## config.mk

```make
export PLATFORM = sky130hd
export DESIGN_NAME = mem_arbiter
export DESIGN_NICKNAME = d
export VERILOG_FILES = /design/src/rtl/mem_arb_pkg.sv /design/src/rtl/arb_starve_counter.sv /design/src/rtl/mem_arbiter.sv
export SDC_FILE = /design/constraint.sdc
export NUM_CORES = 1
export LEC_CHECK = 0
export BUFFER_PORTS_ARGS = -buffer_cell sky130_fd_sc_hd__clkbuf_2
export CORE_MARGIN = 3
export CORE_UTILIZATION = 47
export DETAILED_ROUTE_END_ITERATION = 12
export GPL_TIMING_DRIVEN = 0
export PLACE_DENSITY = 0.79
export SYNTH_ARGS = -nofsm -noshare
export SYNTH_HDL_FRONTEND = slang
export SYNTH_HIERARCHICAL = 1
export SYNTH_SLANG_ARGS = --single-unit
```

## constraint.sdc

```tcl
create_clock -name clock -period 2.8 [get_ports clock]
set_input_delay 0.14 -clock clock [delete_from_list [all_inputs] [get_ports clock]]
set_output_delay 0.14 -clock clock [all_outputs]
set_load 0.02 [all_outputs]
```

## src/rtl/mem_arb_pkg.sv

```systemverilog
// Shared types and default widths for the unified-memory arbiter and the CPU core.
package mem_arb_pkg;

    localparam int unsigned MEM_ADDR_W = 8;
    localparam int unsigned MEM_DATA_W = 16;
    localparam int unsigned STREAK_W   = 4;

    // Which requester is driving the memory port in the current cycle.
    typedef enum logic [1:0] {
        IDLE    = 2'd0,
        IFETCH  = 2'd1,
        DACCESS = 2'd2
    } owner_t;

endpackage

```

## src/rtl/arb_starve_counter.sv

```systemverilog
// Saturating count of consecutive D grants taken while an instruction fetch waits.
module arb_starve_counter
    import mem_arb_pkg::*;
#(
    parameter int unsigned LIMIT = 4
) (
    input  logic clock,
    input  logic reset,
    input  logic inc,
    input  logic clr,
    output logic at_limit
);

    localparam logic [STREAK_W-1:0] LIMIT_V = STREAK_W'(LIMIT);

    logic [STREAK_W-1:0] count;

    // Clear dominates so an I grant always restarts the streak.
    always_ff @(posedge clock or negedge reset) begin
        if (!reset) begin
            count <= '0;
        end else if (clr) begin
            count <= '0;
        end else if (inc && (count != LIMIT_V)) begin
            count <= count + STREAK_W'(1);
        end
    end

    assign at_limit = (count == LIMIT_V);

endmodule

```

## src/rtl/mem_arbiter.sv

```systemverilog
// Arbitrates instruction fetch and load/store onto one single-port memory,
// registering the memory drive and capturing read data one cycle later.
module mem_arbiter
    import mem_arb_pkg::*;
#(
    parameter int unsigned ADDR_W       = MEM_ADDR_W,
    parameter int unsigned DATA_W       = MEM_DATA_W,
    parameter int unsigned STARVE_LIMIT = 4
) (
    input  logic              clock,
    input  logic              reset,
    input  logic              i_req,
    input  logic [ADDR_W-1:0] i_addr,
    output logic              i_gnt,
    output logic              i_valid,
    output logic [DATA_W-1:0] i_rdata,
    input  logic              d_req,
    input  logic              d_we,
    input  logic [ADDR_W-1:0] d_addr,
    input  logic [DATA_W-1:0] d_wdata,
    output logic              d_gnt,
    output logic              d_valid,
    output logic [DATA_W-1:0] d_rdata,
    output logic [ADDR_W-1:0] mem_address,
    output logic              mem_we,
    output logic [DATA_W-1:0] mem_data_in,
    input  logic [DATA_W-1:0] mem_data_out
);

    owner_t state;
    owner_t state_next;
    logic   at_limit;
    logic   streak_inc;
    logic   streak_clr;
    logic   cap_i;
    logic   cap_d;
    logic   done_d;

    arb_starve_counter #(
        .LIMIT (STARVE_LIMIT)
    ) u_starve (
        .clock    (clock),
        .reset    (reset),
        .inc      (streak_inc),
        .clr      (streak_clr),
        .at_limit (at_limit)
    );

    always_ff @(posedge clock or negedge reset) begin
        if (!reset) begin
            state <= IDLE;
        end else begin
            state <= state_next;
        end
    end

    // Grants depend only on the live requests; D wins ties until the streak limit.
    always_comb begin
        i_gnt      = 1'b0;
        d_gnt      = 1'b0;
        state_next = IDLE;
        if (reset) begin
            i_gnt = i_req && (!d_req || at_limit);
            d_gnt = d_req && !i_gnt;
        end
        if (i_gnt) begin
            state_next = IFETCH;
        end else if (d_gnt) begin
            state_next = DACCESS;
        end
        streak_inc = d_gnt && i_req;
        streak_clr = i_gnt || !i_req;
    end

    // The latched write enable tells a store apart from a load during DACCESS.
    always_comb begin
        cap_i  = 1'b0;
        cap_d  = 1'b0;
        done_d = 1'b0;
        case (state)
            IFETCH: begin
                cap_i = 1'b1;
            end
            DACCESS: begin
                done_d = 1'b1;
                cap_d  = !mem_we;
            end
            default: begin
                cap_i = 1'b0;
            end
        endcase
    end

    // Memory drive for the cycle after the grant; address and data hold while idle.
    always_ff @(posedge clock or negedge reset) begin
        if (!reset) begin
            mem_address <= '0;
            mem_we      <= 1'b0;
            mem_data_in <= '0;
        end else begin
            mem_we <= d_gnt && d_we;
            if (i_gnt) begin
                mem_address <= i_addr;
            end else if (d_gnt) begin
                mem_address <= d_addr;
                mem_data_in <= d_wdata;
            end
        end
    end

    always_ff @(posedge clock or negedge reset) begin
        if (!reset) begin
            i_valid <= 1'b0;
            d_valid <= 1'b0;
            i_rdata <= '0;
            d_rdata <= '0;
        end else begin
            i_valid <= cap_i;
            d_valid <= done_d;
            if (cap_i) begin
                i_rdata <= mem_data_out;
            end
            if (cap_d) begin
                d_rdata <= mem_data_out;
            end
        end
    end

endmodule

```

== Word level (Yosys, flattened, before mapping) ==
Cells that the tools add are included.

* Register bits after elaboration: 65
* Output and inout bits: 61
* Logic and storage cells: 40
* Bits of input ports: 53

* Muxes and demuxes: 11
* $add $sub $neg: 1
* Bitwise gates (word level): 1
* Eq/ne operators: 4
* Reduce and logical (&&, ||, !) cells: 14

{| class="wikitable"
|+ Operator list
! operator !! number
|-
| $mux 8 || 2
|-
| $mux 4 || 2
|-
| $logic_and 1x1->1 || 5
|-
| $mux 1 || 5
|-
| $add 4x1->4 const B || 1
|-
| $eq 4x3->1 const B || 1
|-
| $logic_not 1->1 || 4
|-
| $mux 2 || 2
|-
| $ne 4x3->1 const B || 1
|-
| $reduce_bool 2->1 || 2
|-
| $eq 2x1->1 const B || 1
|-
| $eq 2x2->1 const B || 1
|-
| $logic_or 1x1->1 || 2
|-
| $reduce_and 2->1 || 1
|-
| $not 1->1 || 1
|}

== Longest topological paths before layout ==
Gate-level depths: netlist of the first run.

* Depth in word-level cells: 10
* Depth in mapped cells: 10
* Gate-level depth less buffers: 9

== By module ==
Netlist of the first run, hierarchy kept.

{| class="wikitable"
|+ Modules (own cells, without submodules)
! module !! area each (µm²) !! sequential area each (µm²) !! cells each !! times used
|-
| mem_arbiter || 2,447.3 || 1,526.5 || 144 || 1
|-
| arb_starve_counter || 234.0 || 100.1 || 24 || 1
|}

== Worst setup path after synthesis of the first run ==
Ideal clock, no wire load.

* Kind: register -> register
* Start point: register u_starve.count[0]
* End point: register u_starve.count[3]
* Required time: 2.723 ns
* Data arrival time: 2.030 ns
* Cell stages (with the launch flop): 11
* Setup time: 0.077 ns
* Clock period less this slack: 2.108 ns
* Slack: 0.692 ns
* Path buffers: 1
* Path through: dfrtp_1 > inv_1 > ha_1 > nand3b_4 > inv_2 > a21oi_4 > buf_6 > and2_1 > nand4_1 > or3_1 > a21oi_1

* Cells in the longest elaborated chain, start to end: 9
* Elaborated cells on any way between the ends: 15
* Classes of those cells: 1 x add/sub; 2 x eq/ne; 4 x mux; 8 x reduce/logical

{| class="wikitable"
|+ Ends and longest elaborated chain
! item !! line !! text
|-
| start, declared || arb_starve_counter.sv:16 || <nowiki>logic [STREAK_W-1:0] count;</nowiki>
|-
| start signal, assigned || arb_starve_counter.sv:25 || <nowiki>count <= count + STREAK_W'(1);</nowiki>
|-
| $eq 4x3->1 || arb_starve_counter.sv:29 || <nowiki>assign at_limit = (count == LIMIT_V);</nowiki>
|-
| net at_limit || mem_arbiter.sv:32 || <nowiki>logic at_limit;</nowiki>
|-
| $logic_or 1x1->1 || mem_arbiter.sv:63 || <nowiki>i_gnt = i_req && (!d_req || at_limit);</nowiki>
|-
| $logic_and 1x1->1 || mem_arbiter.sv:63 ||
|-
| $logic_not 1->1 || mem_arbiter.sv:64 || <nowiki>d_gnt = d_req && !i_gnt;</nowiki>
|-
| $logic_and 1x1->1 || mem_arbiter.sv:64 ||
|-
| $mux 1 || mem_arbiter.sv:62 || <nowiki>if (reset) begin</nowiki>
|-
| net d_gnt || mem_arbiter.sv:21 || <nowiki>output logic d_gnt,</nowiki>
|-
| $logic_and 1x1->1 || mem_arbiter.sv:71 || <nowiki>streak_inc = d_gnt && i_req;</nowiki>
|-
| net streak_inc || mem_arbiter.sv:33 || <nowiki>logic streak_inc;</nowiki>
|-
| $logic_and 1x1->1 || arb_starve_counter.sv:24 || <nowiki>end else if (inc && (count != LIMIT_V)) begin</nowiki>
|-
| $reduce_bool 2->1 (no source line) || n/a ||
|}

The timed path passes the listed nets, and every way through them passes these cells. The select of a mux whose other input is x is not followed.
A chain may end at the register's enable or synchronous reset.

== Final worst setup path of the first run ==
* Start point: input reset
* End point: register u_starve.count[3]

* Cells in the longest elaborated chain, start to end: 4
* Elaborated cells on any way between the ends: 7
* Classes of those cells: 3 x mux; 4 x reduce/logical

{| class="wikitable"
|+ Ends and longest elaborated chain
! item !! line !! text
|-
| start, declared || mem_arbiter.sv:11 || <nowiki>input logic reset,</nowiki>
|-
| $mux 1 || mem_arbiter.sv:62 ||
|-
| $logic_and 1x1->1 || mem_arbiter.sv:71 ||
|-
| net streak_inc || mem_arbiter.sv:33 ||
|-
| $logic_and 1x1->1 || arb_starve_counter.sv:24 ||
|-
| $reduce_bool 2->1 (no source line) || n/a ||
|}

The timed path passes the listed nets, and every way through them passes these cells.

==> flow_summary.json, run 1 <==
{
  "status": "finished clean",
  "cts_sinks": 65,
  "power_mw": 2.50,
  "tightest_slew_ns": 0.598,
  "io_pins": 114,
  "cts_buffer_depth": 2,
  "synth_fp_nets": 223,
  "n_fill_cell": 398,
  "pwr-share-comb_pct": 25.2,
  "grt_pass1_wl_um": 8380,
  "antenna_found_initial": 0,
  "drt_first_iter_violations": 29,
  "die_w_um": 81.5,
  "maxCapViolations": 0,
  "timing.hold.ws_ns": 0.0377,
  "totalWireLength_um": 5260,
  "routed-via-count": 1781,
  "vias_per_cell": 4.83,
  "dieArea_um2": 6650,
  "pwr-share-clk_pct": 28.0,
  "drt_pass1_iterations": 4,
  "worst_ep_arrival_time_ns": 2.76,
  "final-instance-count-excl-fill": 369,
  "cts_setup_buffers": 0,
  "first_global_vias": 1790,
  "die_h_um": 81.5,
  "grt_max_degree": 69,
  "drc": 0,
  "start_kind": "input port",
  "p_int_mw": 1.74,
  "finalSetupViolCount": 0,
  "coreArea_um2": 5300,
  "powerDensity_nw_per_um2": 705,
  "leakagePower_nw": 1.79,
  "syn_inst": 168,
  "routedWlPerCell_um": 14.3,
  "track_usage_pct": 16.8,
  "clock_latency_ns": 0.33,
  "ys_seq_area_share_pct": 60.7,
  "cts_root_buf": "clkbuf_8",
  "fin_skew_ns": 0.00826,
  "hp-class": "in -> reg",
  "avgSynthCellArea_um2": 16.0,
  "drtAntennaViolNets": 0,
  "rsz0062_at_grt": "false",
  "synth.distinct_cells": 28,
  "dp_hpwl_um": 3860,
  "drive_above_1_share_pct": 64.2,
  "regArea_um2": 1630,
  "syn_area_um2": 2680,
  "syn2layout_area_growth_pct": 32.1,
  "final_cell_mix": "112 x clkbuf_2, 65 x dfrtp_1, 29 x mux2_2, 19 x mux2_4, 11 x clkbuf_8",
  "maxSlewHeadroom_pct": 60.1,
  "post-route-period-util_pct": 89.5,
  "layout_commonest_cell": "clkbuf_2",
  "finalMaxSlewViolations": 0,
  "cts_inserted_buffers": 9,
  "period_needed_ns": 2.51,
  "worstPathMaxFanout": 68,
  "dp_cells": 351,
  "ys_warn_count": 6,
  "peakVddDrop_v": 0.000400,
  "fmaxAchievable_ghz": 0.399,
  "p_sw_mw": 0.760,
  "pwr-share-seq_pct": 46.8,
  "path_clk_slew_ns": 0.07,
  "synth-seq-cells": 65,
  "gr-total-overflow": 0,
  "io_buffers": 113,
  "cp.required_ns": 3.06,
  "place.gp.congestion": 0.733,
  "start_util_pct": 50.6,
  "nNetsFinal": 349,
  "htree_levels": 3,
  "hold_viol": 0,
  "crit_type": "in -> reg",
  "worst_setup_path_end_kind": "flip-flop",
  "rows": 26,
  "diodes": 0,
  "post-route-util_pct": 66.8,
  "cts_tree": "built",
  "multi_input_area_um2": 963,
  "sw_frac_of_total_pct": 30.5
}
## worst paths after layout
kind                       cells past startpoint  slack (ns)               from                end
max in group asynchronous                      2        2.00              reset         i_rdata[2]
min in group asynchronous                      2        0.36              reset         i_rdata[4]
hold / removal                                 2        0.04          i_addr[1]     mem_address[1]
hold reg to reg                                1        0.47           state[0]            d_valid
setup reg to reg                              10        0.47  u_starve/count[0]  u_starve/count[3]
setup / recovery                               9        0.29              reset  u_starve/count[3]
## critical path, stage by stage
cell	delay, ns
dlygate4sd3_1	0.55
buf_6	0.46
nand2_2	0.15
a21oi_4	0.34
buf_6	0.19
and2_1	0.27
nand4_1	0.14
or3_1	0.31
a21oi_1	0.14
## flip-flops by register name, indices dropped and copies added, names as in the netlist
signal          cells
i_valid             1
d_rdata            16
u_starve/count      4
mem_data_in        16
mem_address         8
i_rdata            16
state               2
mem_we              1
d_valid             1
## layer usage
| metal | share of wire (%) | vias to the layer above | GRT usage, % |
|---|---|---|---|
| li1 | - | 856 | - |
| met5 | 0 | - | 0 |
| met4 | 1.7 | 0 | 9.63 |
| met1 | 44 | 837 | 21.2 |
| met2 | 45 | 80 | 25.9 |
| met3 | 9.0 | 8 | 4.71 |
## power by group through the flow
stage | clock [mW] | sequential (mW) | combinational [mW]
floorplan | 0 | 1.36 | 0.208
global placement | 0 | 1.18 | 0.625
detailed placement | 0 | 1.18 | 0.638
CTS | 0.725 | 1.17 | 0.640
global route | 0.766 | 1.18 | 0.676
finish | 0.700 | 1.17 | 0.630
## synthesized netlist by cell type
| master | count | area (um^2) |
|---|---|---|
| nand2_1 | 2 | 7.51 |
| a21oi_2 | 1 | 8.76 |
| or3_1 | 1 | 6.26 |
| buf_6 | 3 | 33.8 |
| a221o_1 | 8 | 80.1 |
| a21oi_1 | 5 | 25.0 |
| ha_1 | 2 | 25.0 |
| buf_8 | 1 | 15.0 |
| nor3_1 | 1 | 5.00 |
| nor2b_1 | 1 | 6.26 |
| dfrtp_1 | 65 | 1630 |
| a21oi_4 | 1 | 16.3 |
| o21ai_1 | 1 | 5.00 |
| or2b_1 | 1 | 7.51 |
| and2_1 | 10 | 62.6 |
| nor2b_4 | 2 | 27.5 |
| buf_4 | 1 | 7.51 |
| inv_2 | 1 | 3.75 |
| buf_12 | 1 | 20.0 |
| a21o_2 | 2 | 17.5 |
| nand3b_4 | 1 | 20.0 |
| nand3_1 | 3 | 15.0 |
| mux2_2 | 29 | 327 |
| nand2_2 | 1 | 6.26 |
| inv_1 | 3 | 11.3 |
| nor2_1 | 1 | 3.75 |
| mux2_4 | 19 | 285 |
| nand4_1 | 1 | 6.26 |
## logic make-up after synthesis
logic type / Yosys count / synth area share (%)
multiplexers: 48 / 22.8
AND/OR/NAND/NOR: 25 / 6.49
AO/OA/AOI/OAI: 18 / 5.69
buffers and inverters: 10 / 3.41
adder cells (fa/ha/maj): 2 / 0.933
flip-flops: 65 / 60.7
## metrics by stage
step / TNS [ns] / cell area, um^2 / setup WS (ns)
final: 0 / 3540 / 0.294
after global routing: 0 / 3540 / 0.0561
after CTS: 0 / 3540 / 0.0481
after detailed placement: 0 / 3340 / 0.231
after global placement: -0.248 / 3330 / -0.248
after floorplan: 0 / 2680 / 0.692
## repair_timing
action	in CTS	in global routing
resized for setup	0	2
hold buffers	2	0
hold endpoints to repair	66	0
setup endpoints to repair	0	1
## cell type report
class | instances | share of cell area, %
flip-flops and latches | 65 | 45.9
multi-input cells | 93 | 27.2
repair buffers | 115 | 16.7
clock buffers | 11 | 4.27
well taps | 70 | 2.47
plain buffers | 6 | 2.15
clock inverters | 5 | 0.848
inverters | 4 | 0.424
No activity file was read; power rests on OpenSTA's default activity.
==> run 2: changes to the inputs <==
--- a/config.mk
+++ b/config.mk
@@ -5,6 +5,7 @@
 export SDC_FILE = /design/constraint.sdc
 export NUM_CORES = 1
 export LEC_CHECK = 0
+export ABC_AREA = 1
 export BUFFER_PORTS_ARGS = -buffer_cell sky130_fd_sc_hd__clkbuf_2
 export CORE_MARGIN = 3
 export CORE_UTILIZATION = 47
==> run 2 against run 1 <==
- core utilization up 2.8 points
- flip-flop and latch count unchanged
- final area is 4.8% higher
- final cell count grew 40%
- first-iteration DRC count rose by 130%
- power rose by 3.3%
- synthesized area up 0.89%
- highest routed layer unchanged
==> flow_summary.json, run 2 <==
{
  "die_h_um": 81.9,
  "tightest_slew_ns": 0.581,
  "post-route-period-util_pct": 86.3,
  "fmaxAchievable_ghz": 0.414,
  "crit_type": "in -> reg",
  "clock_latency_ns": 0.34,
  "path_clk_slew_ns": 0.07,
  "syn_inst": 301,
  "syn_area_um2": 2710,
  "drive_above_1_share_pct": 31.9,
  "crit_family": "buffers and inverters",
  "diodes": 0,
  "start_kind": "input port",
  "rsz0062_at_grt": "false",
  "syn2layout_area_growth_pct": 37.2,
  "cts_setup_buffers": 0,
  "finalMaxSlewViolations": 0,
  "first_global_vias": 2422,
  "pre_cts_slack_ns": 0.316,
  "htree_levels": 3,
  "crit_path_max_incr_delay_ns": 0.55,
  "cp_num_buf_inv": 8,
  "synth_edf_count": 0,
  "synth-seq-cells": 65,
  "start_util_pct": 50.7,
  "worstPathMaxFanout": 66,
  "pwr-share-comb_pct": 23.9,
  "timing.hold.ws_ns": 0.0173,
  "highest_layer": "met4",
  "status": "finished clean",
  "dr_wl_met3_um": 516,
  "grt_pass1_wl_um": 11000,
  "power_mw": 2.58,
  "crit_slowest_cell": "dlygate4sd3_1",
  "totalWireLength_um": 6710,
  "routed-via-count": 2485,
  "routedWlPerCell_um": 13.0,
  "synth_common_cells": "109 x nand2_1, 65 x dfrtp_1, 37 x inv_1, 35 x o21ai_0, 20 x nand3_1",
  "maxSlewHeadroom_pct": 61.3,
  "drc": 0,
  "p_sw_mw": 0.845,
  "maxCapViolations": 0,
  "period_needed_ns": 2.42,
  "pwr-share-seq_pct": 45.5,
  "avgSynthCellArea_um2": 8.99,
  "dieArea_um2": 6700,
  "hold_viol": 0,
  "track_usage_pct": 21.8,
  "sw_frac_of_total_pct": 32.8,
  "finalSetupViolCount": 0,
  "drt_first_iter_violations": 68,
  "coreArea_um2": 5340,
  "wl_met1_um": 2830,
  "setup_slack_ns": 0.383,
  "synth_most_common_cell": "nand2_1",
  "synth_top_area_cell": "dfrtp_1",
  "io_pins": 114,
  "synth_fp_nets": 356,
  "vias_per_cell": 4.83,
  "antenna_found_initial": 0,
  "cts_tree": "built",
  "top_regs": "d_rdata x16, i_rdata x16, mem_data_in x16",
  "worst_ep_arrival_time_ns": 2.66,
  "pwr-share-clk_pct": 30.7,
  "peakVddDrop_v": 0.000389,
  "dp_hpwl_um": 4640,
  "nNetsFinal": 495,
  "ys_seq_area_share_pct": 60.1,
  "leakagePower_nw": 2.14,
  "layout_commonest_cell": "clkbuf_2",
  "post-route-util_pct": 69.6,
  "cp.required_ns": 3.04,
  "place.gp.congestion": 0.830,
  "p_int_mw": 1.73,
  "cts_sinks": 65,
  "met2_length_um": 3240,
  "crit_chain": "dlygate4sd3_1 > buf_6 > buf_4 > nand2_1 > inv_4 > nand2_8 > inv_8 > buf_8 > nand2_1 > inv_1 > inv_1 > nor2_2 > nand3_1 > o21ai_0",
  "grt_max_degree": 67,
  "drtAntennaViolNets": 0,
  "fin_skew_ns": 0.00739,
  "drt_pass1_iterations": 4,
  "ys_warn_count": 6,
  "rows": 26,
  "die_w_um": 81.9,
  "synth_flop_cell": "dfrtp_1",
  "powerDensity_nw_per_um2": 695,
  "io_buffers": 113,
  "hp-class": "in -> reg",
  "final_cell_mix": "112 x clkbuf_2, 109 x nand2_1, 65 x dfrtp_1, 37 x inv_1, 35 x o21ai_0",
  "synth.distinct_cells": 21,
  "ys_top_cells_by_area": "dfrtp_1 60%, nand2_1 15%, o21ai_0 6.5%, inv_1 5.1%, nand3_1 3.7%",
  "gr-total-overflow": 0,
  "cts_buffer_depth": 2,
  "cts_inserted_buffers": 9,
  "cts_root_buf": "clkbuf_8",
  "worst_setup_path_end_kind": "flip-flop",
  "synth_top_cell_area_share_pct": 60.1,
  "async_flop_share_pct": 100,
  "fin_tns_setup_ns": 0
}
run 2: worst paths after layout:
path / depth (start not counted) / from / endpoint / slack, ns
max: 14 / reset / u_starve/count[0] / 0.38
min: 3 / d_wdata[9] / mem_data_in[9] / 0.02
max reg2reg: 16 / u_starve/count[0] / u_starve/count[0] / 0.52
min reg2reg: 1 / state[0] / d_valid / 0.45
max in group asynchronous: 2 / reset / mem_address[4] / 2.03
min in group asynchronous: 2 / reset / i_rdata[1] / 0.36
run 2: worst register-to-register path, delay by kind of cell (launching register included):
kind	cells	cell delay (ns)
AO/OA/AOI/OAI	1	0.11
adder cells (fa/ha/maj)	1	0.20
AND/OR/NAND/NOR	8	0.96
flip-flops	1	0.42
buffers and inverters	6	0.50
run 2: layer usage:
metal / up-vias / GRT usage (%)
met3: 12 / 5.70
met1: 1143 / 26.7
met2: 106 / 36.4
met4: 0 / 9.30
met5: - / 0
li1: 1224 / -
run 2: cell families (layout without fill, tap and decap cells):
logic type	count (synthesis)	count (layout)	share of synthesized area, %
AND/OR/NAND/NOR	149	149	24.1
flip-flops	65	65	60.1
buffers and inverters	50	194	8.33
AO/OA/AOI/OAI	35	35	6.48
adder cells (fa/ha/maj)	2	2	0.925
run 2: power groups by stage:
stage / Combinational [mW] / Clock (mW) / Sequential, mW
after floorplan: 0.165 / 0 / 1.36
after global placement: 0.591 / 0 / 1.18
after detailed placement: 0.604 / 0 / 1.19
after CTS: 0.622 / 0.808 / 1.17
after global routing: 0.690 / 0.853 / 1.19
final: 0.616 / 0.791 / 1.17
run 2: cell type report:
cell class,count,area [um^2]
inverter,39,156
timing repair buffer,128,722
clock inverter,5,55.1
buffer,11,68.8
fill,420,1620
tap,70,87.6
sequential,65,1630
multi-input combinational,186,853
clock buffer,11,141
run 2: repair_timing:
action	CTS	global route
endpoints found under the hold margin	79	0
hold buffers	15	0
endpoints found under the setup margin	0	6
gates resized for setup	0	2
run 2: per-stage QoR:
stage                     instances  area [um^2]
final                           515         3710
after CTS                       515         3710
after detailed placement        484         3360
after global placement          484         3360
after floorplan                 301         2710
after global routing            515         3710
==> run 3: changes to the inputs <==
--- a/config.mk
+++ b/config.mk
@@ -7,6 +7,7 @@
 export LEC_CHECK = 0
 export ABC_AREA = 1
 export BUFFER_PORTS_ARGS = -buffer_cell sky130_fd_sc_hd__clkbuf_2
+export CORE_ASPECT_RATIO = 0.5
 export CORE_MARGIN = 3
 export CORE_UTILIZATION = 47
 export DETAILED_ROUTE_END_ITERATION = 12
==> run 3 against run 2 <==
- wire length is 0.25% higher
- final area is 1.2% lower
- the flow now finishes with violations (hold timing)
- final cell count is 3.3% lower
- power is 12% higher
- critical endpoint is now i_gnt
==> flow_summary.json, run 3 (synthesis gave the netlist of run 2 again) <==
{
  "vias_per_cell": 4.78,
  "pre_cts_slack_ns": 0.336,
  "finalInstanceArea_um2": 3660,
  "worst_setup_path_end_kind": "primary output",
  "start_util_pct": 51.8,
  "die_w_um": 113,
  "layout_commonest_cell": "clkbuf_2",
  "peakVddDrop_v": 0.000446,
  "syn2layout_area_growth_pct": 35.5,
  "htree_levels": 3,
  "cts_inserted_buffers": 9,
  "antenna_found_initial": 0,
  "hold_viol": 49,
  "cp-startpoint": "u_starve/count[0]",
  "drt_first_iter_violations": 171,
  "final-instance-count-excl-fill": 498,
  "top_regs": "d_rdata x16, i_rdata x16, mem_data_in x16",
  "totalWireLength_um": 6730,
  "dp_cells": 484,
  "fin_skew_ns": 0.00538,
  "cts.repair.resized": 0,
  "cts_buffer_depth": 2,
  "finalMaxSlewViolations": 0,
  "violations": "hold timing",
  "io_buffers": 113,
  "grt_pass1_wl_um": 10800,
  "setup_slack_ns": 0.510,
  "worst_ep_arrival_time_ns": 2.15,
  "gr-total-overflow": 0,
  "placed_cell_area_um2": 3360,
  "cts_root_buf": "clkbuf_16",
  "rrSetupSlack_ns": 0.58,
  "post-route-period-util_pct": 81.8,
  "routedWlPerCell_um": 13.5,
  "hp-class": "in -> async",
  "cts_tree": "built",
  "maxSlewHeadroom_pct": 40.5,
  "cp.required_ns": 2.66,
  "coreArea_um2": 5230,
  "dieArea_um2": 6760,
  "final_cell_mix": "112 x clkbuf_2, 109 x nand2_1, 65 x dfrtp_1, 37 x inv_1, 35 x o21ai_0",
  "routed-via-count": 2381,
  "status": "finished with violations",
  "worstPathMaxFanout": 10,
  "cts_setup_buffers": 0,
  "die_h_um": 59.6,
  "reg2reg_from": "u_starve/count[0]",
  "diodes": 0,
  "drt_pass1_iterations": 4,
  "tightest_slew_ns": 0.892,
  "drc": 0,
  "drtAntennaViolNets": 0,
  "period_needed_ns": 2.29,
  "track_usage_pct": 20.8,
  "cts_hold_buf": 0,
  "r2r-end": "u_starve/count[3]",
  "fmaxAchievable_ghz": 0.437,
  "io_pins": 114,
  "drive_above_1_share_pct": 32.9,
  "crit_type": "reg -> out",
  "finalSetupViolCount": 0,
  "grt_max_degree": 67,
  "r2r_cells": 16,
  "place.gp.congestion": 0.775,
  "rsz0062_at_grt": "false",
  "dp_hpwl_um": 4850,
  "maxCapViolations": 0,
  "path_clk_slew_ns": 0.05,
  "timing.hold.ws_ns": -0.0404,
  "cts_sinks": 65,
  "powerDensity_nw_per_um2": 790,
  "start_kind": "flip-flop",
  "clock_latency_ns": 0.32,
  "nNetsFinal": 480,
  "first_global_vias": 2332,
  "rows": 18,
  "leakagePower_nw": 2.13
}
==> run 3: changes by cell type in the layout (fill, tap and decap cells not counted) <==
cell,previous run,this run
clkbuf_8,10,3
dlygate4sd3_1,15,0
buf_6,2,1
clkinvlp_4,2,1
clkbuf_4,0,1
clkinv_2,2,0
clkbuf_1,7,6
clkbuf_16,0,9
==> run 3: worst max-delay path by stage <==
stage                                   end  slack [ns]  cells past startpoint
final                                 i_gnt        0.51                      9
after global routing                  i_gnt        0.28                      9
after CTS                             i_gnt        0.49                      9
after detailed placement  u_starve/count[3]        0.34                     13
after global placement    u_starve/count[3]       -0.06                     14
after floorplan           u_starve/count[3]        0.86                     17
==> run 3: where the power goes <==
group          switching (mW)  leakage [nW]  internal [mW]
logic                   0.402          1.17          0.202
registers              0.0834         0.812           1.09
clock network           0.367         0.147          0.751
==> run 3: layout make-up <==
| type | instances | area [um^2] |
|---|---|---|
| flip-flops and latches | 65 | 1630 |
| fillers | 401 | 1560 |
| multi-input cells | 186 | 853 |
| repair buffers | 113 | 568 |
| clock buffers | 12 | 267 |
| inverters | 39 | 156 |
| well taps | 70 | 87.6 |
| plain buffers | 11 | 68.8 |
| clock inverters | 2 | 37.5 |
==> run 3: per-layer routing <==
metal / global-route usage (%) / routed length (um) / vias up
met2: 37.5 / 3530 / 57
met4: 8.39 / 68 / 0
li1: - / - / 1192
met5: 0 / 0 / -
met1: 24.3 / 2810 / 1125
met3: 5.30 / 321 / 7
==> run 3: worst max-delay path: stages, from the launching register on <==
cell and delay (ns):
dfrtp_1 0.40, inv_1 0.11, ha_1 0.16, nand2_1 0.08, nor2_2 0.13, inv_1 0.06, nand2_2 0.17, nand3_1 0.33
inv_1 0.18, clkbuf_2 0.20
==> run 3: metrics by stage <==
step	TNS (ns)	hold slack (ns)	utilization (%)	power (mW)
floorplan	0	-0.156	-	1.53
global placement	-0.228	0.336	64.3	1.77
detailed placement	0	0.337	64.3	1.80
CTS	0	0.00103	70.1	2.92
global route	0	0.0192	70.1	3.02
finish	0	-0.0404	70.1	2.89
